## src/rtl/booth_mult_seq.sv

```systemverilog
// booth_mult_seq: sequential Booth multiplier, WIDTH x WIDTH -> {hi,lo}, signed/unsigned per op.
// Define BOOTH_RADIX4_EN for radix-4 recoding (WIDTH/2+1 iterations); default is radix-2 (WIDTH+1).
module booth_mult_seq #(
  parameter int WIDTH = 32
) (
  input  logic             clk,
  input  logic             Reset,
  input  logic [WIDTH-1:0] a,
  input  logic [WIDTH-1:0] b,
  input  logic             is_signed,
  input  logic             start,
  output logic             busy,
  output logic             done,
  output logic [WIDTH-1:0] hi,
  output logic [WIDTH-1:0] lo
);
  localparam int XW = WIDTH + 2;
  localparam int AW = XW + 2;
  localparam int PW = AW + XW + 1;
`ifdef BOOTH_RADIX4_EN
  localparam int ITER = XW / 2;
  localparam int SH   = 2;
  localparam int LSB  = 1;
`else
  localparam int ITER = WIDTH + 1;
  localparam int SH   = 1;
  localparam int LSB  = 2;
`endif
  localparam int CW = $clog2(ITER + 1);

  typedef enum logic {S_IDLE, S_RUN} state_t;

  state_t           r_state;
  logic [CW-1:0]    r_cnt;
  logic [AW-1:0]    r_m;
  logic [AW-1:0]    r_m_neg;
  logic [PW-1:0]    r_p;
  logic [AW-1:0]    w_m_ext;
  logic [XW-1:0]    w_b_ext;
  logic [AW-1:0]    w_add;
  logic [AW-1:0]    w_sum;
  logic [PW-1:0]    w_p_sum;
  logic [PW-1:0]    w_p_next;
  logic [2*WIDTH-1:0] w_prod;

  assign w_m_ext = {{4{is_signed & a[WIDTH-1]}}, a};
  assign w_b_ext = {{2{is_signed & b[WIDTH-1]}}, b};

`ifdef BOOTH_RADIX4_EN
  // Radix-4 recoding of {P[2],P[1],P[0]} into 0, +-M, +-2M.
  always_comb begin
    w_add = (r_p[2:0] == 3'b001 || r_p[2:0] == 3'b010) ? r_m :
            (r_p[2:0] == 3'b011) ? {r_m[AW-2:0], 1'b0} :
            (r_p[2:0] == 3'b100) ? {r_m_neg[AW-2:0], 1'b0} :
            (r_p[2:0] == 3'b101 || r_p[2:0] == 3'b110) ? r_m_neg : '0;
  end
`else
  // Radix-2 recoding of {P[1],P[0]} into 0, +M or -M.
  always_comb begin
    w_add = (r_p[1:0] == 2'b01) ? r_m :
            (r_p[1:0] == 2'b10) ? r_m_neg : '0;
  end
`endif

  // Accumulator gets two guard bits above the extended operand so +-2M never overflows.
  assign w_sum    = r_p[PW-1:XW+1] + w_add;
  assign w_p_sum  = {w_sum, r_p[XW:0]};
  assign w_p_next = PW'($signed(w_p_sum) >>> SH);
  assign w_prod   = w_p_next[2*WIDTH+LSB-1:LSB];

  // Control FSM and datapath: latch operands on start, iterate ITER times, publish result with done.
  always_ff @(posedge clk or posedge Reset) begin
    if (Reset) begin
      r_state <= S_IDLE;
      r_cnt   <= '0;
      r_m     <= '0;
      r_m_neg <= '0;
      r_p     <= '0;
      busy    <= 1'b0;
      done    <= 1'b0;
      hi      <= '0;
      lo      <= '0;
    end else begin
      done <= 1'b0;
      if (r_state == S_IDLE) begin
        if (start) begin
          r_state <= S_RUN;
          busy    <= 1'b1;
          r_cnt   <= '0;
          r_m     <= w_m_ext;
          r_m_neg <= -w_m_ext;
          r_p     <= {{AW{1'b0}}, w_b_ext, 1'b0};
        end
      end else begin
        r_p   <= w_p_next;
        r_cnt <= r_cnt + CW'(1);
        if (r_cnt == CW'(ITER - 1)) begin
          r_state  <= S_IDLE;
          busy     <= 1'b0;
          done     <= 1'b1;
          {hi, lo} <= w_prod;
        end
      end
    end
  end
endmodule

```

## config.mk

```make
export PLATFORM = sky130hd
export DESIGN_NAME = booth_mult_seq
export DESIGN_NICKNAME = d
export VERILOG_FILES = /design/src/rtl/booth_mult_seq.sv
export SDC_FILE = /design/constraint.sdc
export NUM_CORES = 1
export LEC_CHECK = 0
export ABC_CLOCK_PERIOD_IN_PS = 6170
export BUFFER_PORTS_ARGS = -buffer_cell sky130_fd_sc_hd__clkbuf_2
export CAP_MARGIN = 0
export CORE_MARGIN = 2
export CORE_UTILIZATION = 40
export CTS_CLUSTER_DIAMETER = 40
export CTS_CLUSTER_SIZE = 20
export DETAILED_ROUTE_END_ITERATION = 10
export PLACE_DENSITY = 0.62
export SKIP_CTS_REPAIR_TIMING = 1
export SLEW_MARGIN = 20
export SYNTH_ARGS = -nofsm -noshare
export SYNTH_HDL_FRONTEND = slang
export SYNTH_SLANG_ARGS = --single-unit
```

## constraint.sdc

```tcl
create_clock -name clk -period 6.17 [get_ports clk]
set_input_delay 0.3085 -clock clk [delete_from_list [all_inputs] [get_ports clk]]
set_output_delay 0.3085 -clock clk [all_outputs]
set_load 0.02 [all_outputs]
```

### Word-level counts from Yosys, hierarchy flattened

Cells that the tools add are included.

| storage, ports and cells | value |
|---|---|
| register bits after elaboration | 213 |
| input port bits | 68 |
| output and inout bits | 66 |
| logic and storage cells | 37 |

| operators by class | value |
|---|---|
| $add $sub $neg | 3 |
| eq/ne operators | 4 |
| multiplexer cells | 14 |
| bitwise logic cells | 3 |
| reductions and logical operators | 4 |

Operator list:

| operator | number |
|---|---|
| 2-to-1 mux 71 bit | 2 |
| 2-to-1 mux 36 bit | 2 |
| adder 36 bit | 1 |
| negation 36 bit | 1 |
| 2-to-1 mux 6 bit | 2 |
| 2-to-1 mux 1 bit | 8 |
| adder 6 x 1 -> 6 bit, second input constant | 1 |
| equality test 6 bit, second input constant | 1 |
| AND reduction 2 bit | 3 |
| AND 1 bit | 2 |
| equality test 2 x 1 -> 1 bit, second input constant | 1 |
| equality test 2 bit, second input constant | 1 |
| != test 2 x 1 -> 1 bit, second input constant | 1 |
| nonzero test 2 bit | 1 |
| NOT 1 bit | 1 |

### Depth between registers and ports, before layout

| depth | value |
|---|---|
| word-level depth | 5 |
| depth in mapped cells | 13 |
| mapped depth without buffers | 11 |

### Least setup slack after synthesis

No wires, ideal clock.

| timing path | value |
|---|---|
| path kind | reg2reg |
| start | register r_p[1] |
| end | register hi[30] |
| arrival | 3.187 ns |
| required time | 6.045 ns |
| slack | 2.858 ns |
| cell stages (with the launch flop) | 14 |
| buffers on the path | 2 |
| clock period less this slack | 3.312 ns |
| cells stage by stage | dfrtp_1 > nor2b_1 > clkbuf_1 > clkbuf_1 > o21a_1 > ha_1 > fa_1 > a21o_1 > a221oi_2 > or4_4 > a311oi_4 > o22ai_2 > xnor2_1 > mux2_2 |

| between the ends | value |
|---|---|
| longest elaborated chain between the ends | 4 |
| elaborated cells on any way between the ends | 5 |
| classes of those cells | add/sub (1); eq/ne (2); mux (2) |

Ends and longest elaborated chain:

| item | line | source |
|---|---|---|
| start: declaration | 37 | `logic [PW-1:0] r_p;` |
| start signal: assignment | 92 | `r_p <= {{AW{1'b0}}, w_b_ext, 1'b0};` |
| start signal: assignment | 95 | `r_p <= w_p_next;` |
| equality test 2 bit | 61 | `(r_p[1:0] == 2'b10) ? r_m_neg : '0;` |
| 2-to-1 mux 36 bit | 61 |  |
| 2-to-1 mux 36 bit (*) | 60 | `w_add = (r_p[1:0] == 2'b01) ? r_m :` |
| adder 36 bit (*) | 66 | `assign w_sum = r_p[PW-1:XW+1] + w_add;` |
| end signal: assignment | 101 | `{hi, lo} <= w_prod;` |
| end: declaration | 14 | `output logic [WIDTH-1:0] hi,` |

Mark *: on every way between the ends. The rest lies on a longest branch, timed or not.
A chain may end at the register's enable or synchronous reset.

### Worst setup path in the final report

| timing path | value |
|---|---|
| start | register r_p[0] |
| end | register r_p[66] |

| between the ends | value |
|---|---|
| longest elaborated chain between the ends | 5 |
| elaborated cells on any way between the ends | 6 |
| classes of those cells | add/sub (1); eq/ne (2); mux (3) |

Ends and longest elaborated chain:

| item | line | source |
|---|---|---|
| equality test 2 bit | 61 |  |
| 2-to-1 mux 36 bit | 61 |  |
| 2-to-1 mux 36 bit (*) | 60 |  |
| adder 36 bit (*) | 66 |  |
| 2-to-1 mux 71 bit (*) | 85 | `if (r_state == S_IDLE) begin` |

Marks and branches as above.

==> results.cfg <==
[worst_setup_path]
cpMaxStageDelayCell = ha_1
worstRegToRegCells = 10
worstPathArrival_ps = 4050
worst_ep_required_time_ps = 6560
critPathKind = register to register
end_kind = register
rr_startpoint = r_p[0]
crit_path_start_kind = register
slowest_delay_ps = 570
worstSetupStartpoint = r_p[0]
cp_max_fo = 36
cp_cell_sequence = nor2b_2 -> buf_4 -> a22o_1 -> ha_1 -> nand4_1 -> or3_1 -> a2111oi_4 -> o21ai_0 -> and3_1 -> a221o_1

[pwr]
powerDensity_mw_per_mm2 = 610.3
p_leak_nw = 6.523
vdd_drop_max_uv = 235.4

[min_path]
whs_path_depth = 3
hp-class = input port to register
worstHoldStart = a[23]

[yosys]
synthTopCellsByArea = dfrtp_1 (48%), nand2_1 (12%), o21ai_0 (4.7%), a22o_1 (4.5%), ha_1 (4.3%)
synth_seq_cells = 211
synth_edf_count = 0
yosys.cell_types.count = 54
yosysTopAreaCellShare = 0.4785
netlist_top_cells_count = nand2_1 (358), dfrtp_1 (211), o21ai_0 (104)
synthCells = 1226
synth_top_area_cell = dfrtp_1
ys.flop_type = dfrtp_1
synth_nets = 1333
synth_warnings = 0
syn-mean-instance-area_um2 = 9.001
async_reset_ff_frac = 1.000
synth.most_common_cell = nand2_1
ys_seq_area_frac = 0.4785
synth_area_mm2 = 0.01104

[sta]
finalCriticalPeriod_ps = 3664
period_share = 0.5938
worst_clock_skew_ps = 12.21
max_freq_mhz = 272.9
slew_headroom = 0.3438
rsz0062_at_grt = no
setup_viol = 0
fin_hold_ws_ps = 23.22
hold_viol = 0
tightest_slew_ps = 984.4
setup_slack_ps = 2506
fin_tns_setup_ps = 0
slew_viol_final = 0

[clock_network]
clk_latency_ps = 510
clock_path_buffers = 3
htreeDepth = 2
clk_pin_slew_ps = 60
cts_buffers = 37
cts_tree = done
ctsRootBufferMaster = clkbuf_16
cts_sinks = 211

[route]
num_vias = 9138
first_iter_violations = 615
totalWireLength_mm = 28.94
detail-route-antenna-nets = 0
drc = 0
vias_per_cell = 5.356
firstDrtPassIters = 6
routedWlPerCell_um = 16.96

[placement]
hpwl_mm = 19.64
postPlaceCellArea_mm2 = 0.01197
io_buffers = 133
dp_worst_setup_slack_ps = 2540
gp_congestion = 0.9126

[global_routing]
grt_pass1_vias = 8998
gr-total-overflow = 0
track_usage = 0.2015
grt_max_degree = 112
grt_pass1_wl_mm = 47.09
antenna_found_initial = 0

[floorplan]
io_pins = 134
coreArea_mm2 = 0.02703
die_x_um = 170.1
dieArea_mm2 = 0.02893
die_h_um = 170.1
rows = 60
start_util = 0.4083

[layout]
area_delta_synth_final_pct = 19.49
nNetsFinal = 1445
final_cell_area_mm2 = 0.01319
diodes = 0
fillers = 2596
drive_above_1_share = 0.1751

[status]
outcome = complete, no violations

[job]
drv_cap = 0
[layout by cell type (no fill, tap or decap), types with 3 or more instances in the layout]
master / instances
o211ai_1: 9
nor2b_1: 3
o21bai_1: 3
and3_1: 6
inv_6: 8
mux2i_1: 34
nand4_1: 27
clkbuf_16: 37
clkbuf_2: 133
xor2_1: 25
nor4_1: 7
mux2_2: 13
a211oi_1: 3
nand2_1: 357
a22oi_1: 3
o21a_1: 6
buf_4: 12
or3_1: 8
ha_1: 38
o31ai_1: 8
a21oi_1: 46
o21ai_0: 104
nand3_1: 14
or4_1: 5
clkinvlp_4: 5
clkinv_2: 7
nor2_1: 53
dfrtp_1: 210
a22o_1: 57
nor3_1: 14
a31oi_1: 7
inv_1: 13
xnor2_1: 32
clkbuf_8: 3
nand2b_1: 5
a21o_1: 7
[registers in the layout (all words and copies together), names as in the netlist]
name     count
r_m_neg     35
r_state      1
hi          32
done         1
r_cnt        6
r_m         33
lo          32
r_p         70
busy         1
[critical path: cells and delay by family (launching register included)]
kind / cells / cell delay [ps]
buf+inv: 1 / 250
compound gates: 4 / 1200
fa+ha+maj: 1 / 570
simple gates: 4 / 1080
flops: 1 / 410
[per-layer routing]
layer,track usage,part of all wire,vias up
li1,-,-,4485
met1,0.3028,0.50,4333
met2,0.2927,0.42,263
met3,0.03419,0.058,57
met4,0.06800,0.025,0
met5,0,0,-
[worst paths after layout]
| kind | end | slack [ps] |
|---|---|---|
| min | r_m[23] | 20 |
| min in group asynchronous | r_p[4] | 470 |
| max in group asynchronous | r_state | 4370 |
| max reg2reg | r_p[66] | 2510 |
| max | r_p[66] | 2510 |
| min reg2reg | r_m_neg[14] | 470 |
[kinds of logic (layout without fill, tap and decap cells)]
kind of cell	Yosys count	in the layout	share of synthesized area
mux	47	47	0.04410
compound gates	271	271	0.1617
simple gates	513	513	0.1956
fa+ha+maj	39	39	0.04490
buf+inv	88	227	0.03004
flops	211	211	0.4785
xor+xnor	57	57	0.04524
[per-stage QoR]
step / std cells / utilization / power (mW)
3_5_place_dp: 1639 / 0.4431 / 6.074
2_1_floorplan: 1226 / - / 5.063
6_report: 1706 / 0.4879 / 8.047
5_1_grt: 1706 / 0.4879 / 8.660
3_3_place_gp: 1639 / 0.4429 / 5.990
4_1_cts: 1705 / 0.4874 / 8.078
[final cells by class]
cell class / count / area, um^2 / share of cell area
repair buffers: 146 / 765.7 / 0.05807
multi-input cells: 927 / 5451 / 0.4134
well taps: 341 / 426.7 / 0.03236
clock inverters: 24 / 222.7 / 0.01689
inverters: 15 / 63.81 / 0.004839
clock buffers: 42 / 974.7 / 0.07392
flip-flops and latches: 211 / 5281 / 0.4005
[power breakdown]
group,internal (mW),total [mW],switching (mW)
clock,1.24,1.96,0.726
sequential,2.06,2.49,0.433
combinational,1.39,3.59,2.21
total,4.68,8.05,3.36
(Power assumes the default switching activity.)
